[src/rtl/cpu_run_controller.sv]
// Run/halt controller: sequences core reset, times the run, and latches the first halt cause.
// Halt states are absorbing; only the synchronous controller reset leaves them.
module cpu_run_controller #(
    parameter int unsigned RESET_CYCLES = 16,
    parameter int unsigned MAX_CYCLES   = 1000,
    parameter int unsigned WDOG_CYCLES  = 64,
    parameter int unsigned NUM_TRAPS    = 1,
    parameter int unsigned CODE_W       = 8,
    parameter int unsigned CNT_W        = 32
) (
    input  logic                 clk,
    input  logic                 reset,
    input  logic [NUM_TRAPS-1:0] trap,
    input  logic                 retire,
    input  logic                 exit_valid,
    input  logic [CODE_W-1:0]    exit_code,
    output logic                 core_reset_n,
    output logic                 core_run,
    output logic                 done,
    output logic [2:0]           status,
    output logic [CODE_W-1:0]    result_code,
    output logic [3:0]           trap_idx,
    output logic [CNT_W-1:0]     cycle_count
);

    localparam int unsigned HoldW = (RESET_CYCLES > 1) ? $clog2(RESET_CYCLES) : 1;
    localparam int unsigned WdogW = (WDOG_CYCLES > 1) ? $clog2(WDOG_CYCLES) : 1;

    // A limit the saturating counter can never reach below all-ones disables the timeout.
    localparam bit TimeoutEn = (MAX_CYCLES != 0) &&
                               ((CNT_W >= 33) || (64'(MAX_CYCLES) < (64'd1 << CNT_W)));
    localparam bit WdogEn    = (WDOG_CYCLES != 0);

    localparam logic [2:0] StatRun      = 3'd0;
    localparam logic [2:0] StatPass     = 3'd1;
    localparam logic [2:0] StatFailExit = 3'd2;
    localparam logic [2:0] StatTrap     = 3'd3;
    localparam logic [2:0] StatTimeout  = 3'd4;
    localparam logic [2:0] StatHang     = 3'd5;

    typedef enum logic [2:0] {
        StHold,
        StRun,
        StHaltExit,
        StHaltTrap,
        StHaltTimeout,
        StHaltHang
    } state_e;

    state_e              state_q, state_d;
    logic [HoldW-1:0]    hold_q, hold_d;
    logic [WdogW-1:0]    wdog_q, wdog_d;
    logic [CNT_W-1:0]    cnt_q, cnt_d;
    logic                rstn_q, rstn_d;
    logic                done_q, done_d;
    logic [2:0]          status_q, status_d;
    logic [CODE_W-1:0]   code_q, code_d;
    logic [3:0]          tidx_q, tidx_d;
    logic [3:0]          trap_low;
    logic                trap_found;

    always_comb begin
        trap_low   = 4'd0;
        trap_found = 1'b0;
        for (int i = 0; i < int'(NUM_TRAPS); i++) begin
            if (trap[i] && !trap_found) begin
                trap_low   = 4'(i);
                trap_found = 1'b1;
            end
        end
    end

    always_comb begin
        state_d  = state_q;
        hold_d   = hold_q;
        wdog_d   = wdog_q;
        cnt_d    = cnt_q;
        rstn_d   = rstn_q;
        done_d   = done_q;
        status_d = status_q;
        code_d   = code_q;
        tidx_d   = tidx_q;

        unique case (state_q)
            StHold: begin
                hold_d = hold_q + HoldW'(1);
                if (hold_q == HoldW'(RESET_CYCLES - 1)) begin
                    state_d = StRun;
                    rstn_d  = 1'b1;
                end
            end
            StRun: begin
                cnt_d  = (cnt_q == '1) ? cnt_q : cnt_q + CNT_W'(1);
                wdog_d = retire ? '0 : wdog_q + WdogW'(1);
                if (exit_valid) begin
                    state_d  = StHaltExit;
                    done_d   = 1'b1;
                    code_d   = exit_code;
                    status_d = (exit_code == '0) ? StatPass : StatFailExit;
                end else if (trap_found) begin
                    state_d  = StHaltTrap;
                    done_d   = 1'b1;
                    tidx_d   = trap_low;
                    status_d = StatTrap;
                end else if (TimeoutEn && (cnt_q == CNT_W'(MAX_CYCLES - 1))) begin
                    state_d  = StHaltTimeout;
                    done_d   = 1'b1;
                    status_d = StatTimeout;
                end else if (WdogEn && (wdog_q == WdogW'(WDOG_CYCLES - 1)) && !retire) begin
                    state_d  = StHaltHang;
                    done_d   = 1'b1;
                    status_d = StatHang;
                end
            end
            default: ;
        endcase
    end

    always_ff @(posedge clk) begin
        if (reset) begin
            state_q  <= StHold;
            hold_q   <= '0;
            wdog_q   <= '0;
            cnt_q    <= '0;
            rstn_q   <= 1'b0;
            done_q   <= 1'b0;
            status_q <= StatRun;
            code_q   <= '0;
            tidx_q   <= '0;
        end else begin
            state_q  <= state_d;
            hold_q   <= hold_d;
            wdog_q   <= wdog_d;
            cnt_q    <= cnt_d;
            rstn_q   <= rstn_d;
            done_q   <= done_d;
            status_q <= status_d;
            code_q   <= code_d;
            tidx_q   <= tidx_d;
        end
    end

    assign core_reset_n = rstn_q;
    assign core_run     = (state_q == StRun);
    assign done         = done_q;
    assign status       = status_q;
    assign result_code  = code_q;
    assign trap_idx     = tidx_q;
    assign cycle_count  = cnt_q;

endmodule

[config.mk]
export PLATFORM = sky130hd
export DESIGN_NAME = cpu_run_controller
export DESIGN_NICKNAME = d
export VERILOG_FILES = /design/src/rtl/cpu_run_controller.sv
export SDC_FILE = /design/constraint.sdc
export NUM_CORES = 1
export LEC_CHECK = 0
export CAP_MARGIN = 30
export CORE_MARGIN = 8
export CORE_UTILIZATION = 34
export CTS_BUF_LIST = sky130_fd_sc_hd__clkbuf_4 sky130_fd_sc_hd__clkbuf_8
export CTS_CLUSTER_DIAMETER = 200
export DETAILED_ROUTE_END_ITERATION = 10
export PLACE_DENSITY = 0.69
export SYNTH_ARGS = -nofsm -noshare
export SYNTH_HDL_FRONTEND = slang
export SYNTH_SLANG_ARGS = --single-unit
[constraint.sdc]
create_clock -name clk -period 3.4 [get_ports clk]
set_clock_uncertainty 0.15 [all_clocks]
set_input_delay 0.68 -clock clk [delete_from_list [all_inputs] [get_ports clk]]
set_output_delay 0.68 -clock clk [all_outputs]
set_load 0.02 [all_outputs]
Yosys cells after proc, flatten, opt, wreduce, memory -nomap -nowiden. Index checks and enable logic that the tools add are counted.

Bitwise logic cells: 1. Multiplexer cells: 14. Reductions and logical operators: 11. Equal/unequal tests: 7. Add/sub/neg operators: 3.

Operator list (count): 32-bit by 1-bit adder with 32-bit output, second input constant (1); 32-bit by 10-bit equality test with 1-bit output, second input constant (1); 32-bit equality test, second input constant (1); 3-bit 2-to-1 mux (6); 8-bit logical NOT (1); 2-bit AND reduction (4); 6-bit by 1-bit adder with 6-bit output, second input constant (1); 6-bit equality test, second input constant (1); 6-bit 2-to-1 mux (1); 3-bit one-hot mux with 2 select lines (1); 1-bit 2-to-1 mux (5); 5-bit by 2-bit != test with 1-bit output, second input constant (1); 4-bit by 1-bit adder with 4-bit output, second input constant (1); 4-bit equality test, second input constant (1); 4-bit nonzero test (1); 3-bit by 1-bit equality test with 1-bit output, second input constant (1); 3-bit logical NOT (1); 3-bit AND reduction (1); 2-bit 2-to-1 mux (1); 2-bit != test, second input constant (1); 2-bit nonzero test (1); 1-bit logical AND (1); 1-bit logical NOT (1); 1-bit inverter (1).

Register bits: 58. Output and inout port bits: 50. Input port bits: 13. Logic and storage cells: 44.

Depth between registers and ports, before layout. Gate-level depths: netlist (run 1).

Depth after elaboration: 7. Mapped depth: 8. Mapped depth without buffers: 6.

Worst setup path after synthesis (run 1). Ideal clock, no wire load.

Path type: register -> register. From: register cnt_q[0] (netlist: cycle_count[0]). To: register cnt_q[30] (netlist: cycle_count[30]). Required time: 3129 ps. Path slack: 1005 ps. Clock period less this slack: 2395 ps. Arrival: 2124 ps. Path buffers: 1. Cell stages (with the launch flop): 8. Library setup time: 121 ps. Cell sequence: dfxtp_1 > ha_1 > and4_1 > clkbuf_1 > nand3_1 > nor3_1 > nand4_1 > mux2_2.

Longest elaborated chain between the ends: 3. Elaborated cells between the ends (all ways): 4. Those cells by class: 1 x add/sub; 1 x eq/ne; 1 x bitwise; 1 x reduce/logical.

Ends and longest elaborated chain: start: declaration (RTL line 53) `logic [CNT_W-1:0] cnt_q, cnt_d;`; start signal: assignment (RTL line 134) `cnt_q <= cnt_d;`; branches (longest 3 deep; another with 32-bit by 1-bit adder with 32-bit output).

Parallel ways; which one is timed is not known. A chain may end at the register's enable or synchronous reset.

Worst setup path in the final report (run 1).
From: register state_q[0]. To: output port core_run.

Longest elaborated chain between the ends: 1.

Ends and longest elaborated chain: start: declaration (RTL line 50) `state_e state_q, state_d;`; start signal: assignment (RTL line 121) `state_q <= StHold;`; start signal: assignment (RTL line 131) `state_q <= state_d;`; 3-bit by 1-bit equality test with 1-bit output (RTL line 144) `assign core_run = (state_q == StRun);`; end: declaration (RTL line 18) `output logic core_run,`.

Every way passes these cells.

==> flow_summary.json, run 1 <==
{
  "synth-seq-area-share_pct": 41.6,
  "max_freq_mhz": 326,
  "p_leak_nw": 1.23,
  "coreArea_um2": 8090,
  "worst-path-max-fanout": 13,
  "slew_headroom_pct": 45.0,
  "vias_per_cell": 5.25,
  "dr.pass1.iters": 4,
  "slew_violations": 0,
  "routed_wl_um": 7420,
  "antennaDiodeCount": 0,
  "worstPathCellList": "or3b_1, inv_1, clkdlybuf4s50_1",
  "layout_commonest_cell": "dfxtp_1",
  "startpoint_type": "flip-flop",
  "syn_area_per_cell_um2": 8.39,
  "setup_violations": 0,
  "powerDensity_nw_per_um2": 384,
  "routedWlPerCell_um": 14.9,
  "reg2reg_depth": 6,
  "area_growth_pct": 30.4,
  "postCtsSetupBuffers": 0,
  "clock-sinks": 58,
  "rows": 33,
  "drtIter0Drc": 84,
  "cts-root-buf": "clkbuf_8",
  "critPathSlowestCell": "clkdlybuf4s50_1",
  "antenna_found_initial": 0,
  "place_hpwl_um": 5400,
  "clk_path_buf_depth": 2,
  "nets": 404,
  "yosys.area.top_type": "dfxtp_1",
  "fp.dieH_um": 107,
  "cts_hold_buffers": 0,
  "place_inst": 482,
  "portBuffers": 58,
  "ant_nets": 0,
  "tns_ps": 0,
  "maxCapViolCount": 0,
  "worstHoldPathCells": 2,
  "hold_path_class": "reg -> reg",
  "period_share_pct": 90.1,
  "cts_buffers": 9,
  "status": "finished, final reports clean",
  "grt_pass1_wl_um": 12300,
  "finalWeightedCongestion": 0.786,
  "critPathMaxStageDelay_ps": 690,
  "synth_top_area_share_pct": 41.6,
  "synth_edf_count": 0,
  "path_clk_slew_ps": 60,
  "synth_seq_cells": 58,
  "die_w_um": 107,
  "worst_pin_slew_ps": 825,
  "htreeDepth": 3,
  "vias": 2608,
  "final_cell_mix": "dfxtp_1, clkdlybuf4s50_1, nor2_1",
  "num_io_pins": 63,
  "grt_max_degree": 48,
  "synthFlopType": "dfxtp_1",
  "route.detailed.drc": 0,
  "critPathKind": "reg -> out",
  "end_kind": "primary output",
  "worstPathRequired_ps": 2570,
  "grt_use_total_pct": 13.3,
  "synth_cell_types": 47,
  "grt_pass1_vias": 2536,
  "die-area_um2": 11400,
  "grt_overflow": 0,
  "rsz0062_at_grt": "no",
  "initial_core_util_pct": 34.5,
  "layout.cells.non_filler": 497,
  "clk-insertion-delay-late_ps": 340,
  "fin_crit_ps": 3060,
  "async_flop_share_pct": 0,
  "hold_violations": 0,
  "syn_area_um2": 2790,
  "synthCells": 333,
  "cp.arrival_ps": 2230,
  "peakVddDrop_v": 0.000292,
  "synth_area_leaders": "dfxtp_1, nor2_1, a21oi_1",
  "cts_resized": 0,
  "cts_tree": "yes",
  "synth_warnings": 0,
  "drive_gt1_share_pct": 8.42
}
-- flip-flops by register name, summed over array words and instances (netlist names) --
| register | cells |
|---|---|
| done | 1 |
| result_code | 8 |
| state_q | 3 |
| status | 3 |
| core_reset_n | 1 |
| cycle_count | 32 |
| hold_q | 4 |
| wdog_q | 6 |
-- stage by stage --
step | worst slack (ps) | hold WS (ps) | cell area [um2] | total power, mW | utilization [%]
CTS | 320 | 306 | 3640 | 1.42 | 45.0
finish | 335 | 302 | 3640 | 1.40 | 45.0
detailed placement | 696 | 297 | 3440 | 0.746 | 42.5
global route | 214 | 326 | 3640 | 1.46 | 45.0
global placement | 758 | 286 | 3440 | 0.745 | 42.5
floorplan | 1000 | 294 | 2810 | 0.728 | -
-- where the power goes --
group	internal, mW	total [mW]	switching [mW]
clock	0.404	0.669	0.266
sequential	0.683	0.685	0.00270
combinational	0.0197	0.0456	0.0259
-- path summary, 6_finish.rpt --
| path | startpoint | end | slack (ps) |
|---|---|---|---|
| min | result_code[2] | result_code[2] | 300 |
| min reg2reg | result_code[2] | result_code[2] | 300 |
| max | state_q[0] | core_run | 340 |
| max reg2reg | state_q[0] | cycle_count[30] | 690 |
-- critical path, delay by kind of cell (launching register included) --
kind	cells	cell delay, ps
buffers and inverters	2	1050
flip-flops	1	350
AND/OR/NAND/NOR	1	500
-- cell usage after synthesis, drive strengths merged, types with 8 or more instances --
master	instances
a21oi	27
and4	9
buf	8
clkbuf	12
dfxtp	58
inv	8
nand2	34
nand3	13
nand4	11
nor2	38
nor4	8
o21ai	10
xnor2	13
-- logic make-up after synthesis --
group	after synthesis	synth area share, %
compound gates	58	12.9
xor+xnor	19	5.96
fa+ha+maj	3	1.34
buf+inv	28	4.57
flops	58	41.6
mux	9	3.54
other cells	1	0.134
simple gates	157	30.0
-- layer usage --
layer / routed length [um] / share of wire [%] / global-route usage [%]
met4: 85 / 1.1 / 4.82
met1: 3380 / 46 / 15.5
met2: 3370 / 45 / 21.1
met3: 582 / 7.8 / 5.64
met5: 0 / 0 / 0
-- final cells by class --
cell class | count | area, um2
fill | 836 | 4450
sequential | 58 | 1160
clock buffer | 9 | 124
multi-input combinational | 250 | 1520
timing repair buffer | 61 | 598
tap | 105 | 131
clock inverter | 6 | 82.6
inverter | 8 | 30.0
Note: power is estimated with default switching activity, not from simulation.
==> inputs of run 2 (changes only) <==
- MAX_ROUTING_LAYER: not set -> met4
==> run 2 against run 1 <==
Against the previous run:
- setup slack lost 1.1 ps
- global-route usage grew 0.39 points
- routed wire length is essentially flat
- maximum frequency is essentially flat
- critical path depth is the same
- sequential share of layout area is the same
- largest cell class unchanged
- highest routed layer unchanged
==> flow_summary.json, run 2 (same netlist as run 1, synthesis figures left out) <==
{
  "layout_commonest_cell": "dfxtp_1",
  "cts_resized": 0,
  "cts_buffers": 9,
  "vias": 2605,
  "grt_use_met1_pct": 15.9,
  "r2r_start": "state_q[0]",
  "drive_gt1_share_pct": 8.42,
  "critPathSlowestCell": "clkdlybuf4s50_1",
  "use_met2_pct": 21.1,
  "place_inst": 482,
  "ant_nets": 0,
  "post-route-util_pct": 45.0,
  "max_freq_mhz": 326,
  "fin_area_um2": 3640,
  "placed_cell_area_um2": 3440,
  "final_cell_mix": "dfxtp_1, clkdlybuf4s50_1, nor2_1",
  "num_io_pins": 63,
  "cp.arrival_ps": 2240,
  "initial_core_util_pct": 34.5,
  "period_share_pct": 90.2,
  "swShare_pct": 21.0,
  "multiInputGateArea_um2": 1520,
  "end_kind": "primary output",
  "cts_tree": "yes",
  "reg2reg_depth": 6,
  "fp.dieH_um": 107,
  "hold_path_class": "reg -> reg",
  "drtIter0Drc": 115,
  "postCtsSetupBuffers": 0,
  "die_w_um": 107,
  "cpLargestDelayFamily": "buffers and inverters",
  "worst-path-max-fanout": 13,
  "grt_max_degree": 48,
  "hold_slack_ps": 302,
  "p_leak_nw": 1.23,
  "vias_per_cell": 5.24,
  "dr.pass1.iters": 4,
  "nets": 404,
  "cts_hold_buffers": 0,
  "p_switching_mw": 0.294,
  "routed_wl_um": 7410,
  "comb_power_share_pct": 3.3,
  "grt_use_total_pct": 13.6,
  "nFillCells": 836,
  "htreeDepth": 3,
  "worst-path-stages": 3,
  "finalWeightedCongestion": 0.797,
  "grt_pass1_wl_um": 12300,
  "route.detailed.drc": 0,
  "grt_pass1_vias": 2538,
  "rows": 33,
  "pwr-share-seq_pct": 49.0,
  "slew_headroom_pct": 45.5,
  "antennaDiodeCount": 0,
  "cts-root-buf": "clkbuf_8",
  "worstSetupEndpoint": "core_run",
  "clk-insertion-delay-late_ps": 340,
  "r2r_slack_ps": 700,
  "p_int_mw": 1.11,
  "peakVddDrop_v": 0.000292,
  "clock-sinks": 58,
  "powerDensity_nw_per_um2": 384,
  "maxCapViolCount": 0,
  "seqCellArea_um2": 1160,
  "setup_violations": 0,
  "portBuffers": 58,
  "routedWlPerCell_um": 14.9,
  "antenna_found_initial": 0,
  "clkPwrFrac_pct": 47.8,
  "use_met3_pct": 5.16,
  "tns_ps": 0,
  "startpoint_type": "flip-flop",
  "largest_reg_flops": 32,
  "worst_r2r_endpoint": "cycle_count[30]",
  "top_usage_layer": "met2",
  "grt_overflow": 0,
  "slew_violations": 0,
  "worstPathRequired_ps": 2570,
  "coreArea_um2": 8090,
  "place_hpwl_um": 5400,
  "hold_violations": 0,
  "worst_pin_slew_ps": 818,
  "critPathMaxStageDelay_ps": 690,
  "cp_num_buf_inv": 2,
  "clk_path_buf_depth": 2,
  "rsz0062_at_grt": "no",
  "critPathLaunch": "state_q[0]",
  "worstPathCellList": "or3b_1, inv_1, clkdlybuf4s50_1",
  "layout.cells.non_filler": 497,
  "fin_crit_ps": 3070,
  "path_clk_slew_ps": 60,
  "status": "finished, final reports clean",
  "die-area_um2": 11400,
  "area_growth_pct": 30.4,
  "critPathKind": "reg -> out"
}
==> run 2: per-layer routing <==
layer | vias to the layer above | part of all wire [%]
li1 | 1301 | -
met1 | 1222 | 47
met2 | 80 | 46
met3 | 2 | 7.3
met4 | 0 | 0.27
met5 | - | 0
==> run 2: worst min-delay path by stage <==
stage / startpoint / to / slack, ps / cells after the start
after global placement: core_reset_n / core_reset_n / 290 / 2
after CTS: result_code[2] / result_code[2] / 310 / 2
after floorplan: state_q[2] / state_q[2] / 290 / 2
after detailed placement: result_code[2] / result_code[2] / 300 / 2
final: result_code[2] / result_code[2] / 300 / 2
after global routing: result_code[3] / result_code[3] / 330 / 2
==> run 2: layout make-up <==
class / instances / share of cell area, %
inverter: 8 / 0.824
timing repair buffer: 61 / 16.4
clock inverter: 6 / 2.27
tap: 105 / 3.61
multi-input combinational: 250 / 41.6
sequential: 58 / 31.9
clock buffer: 9 / 3.40
==> run 2: power groups by stage <==
| stage | Sequential, mW | Combinational [mW] | Clock [mW] |
|---|---|---|---|
| 4_1_cts | 0.685 | 0.0462 | 0.692 |
| 2_1_floorplan | 0.700 | 0.0277 | 0 |
| 3_3_place_gp | 0.700 | 0.0448 | 0 |
| 6_report | 0.685 | 0.0456 | 0.669 |
| 3_5_place_dp | 0.700 | 0.0459 | 0 |
| 5_1_grt | 0.685 | 0.0506 | 0.728 |
==> run 2: stage by stage <==
step,setup WS [ps],power (mW)
6_report,334,1.40
5_1_grt,214,1.46
4_1_cts,320,1.42
3_5_place_dp,696,0.746
3_3_place_gp,758,0.745
2_1_floorplan,1000,0.728
==> run 2: worst min-delay path, delay by kind of cell, from the launching register on <==
family	cells	cell delay, ps
flip-flops	1	300
AO/OA/AOI/OAI	1	50
AND/OR/NAND/NOR	1	50
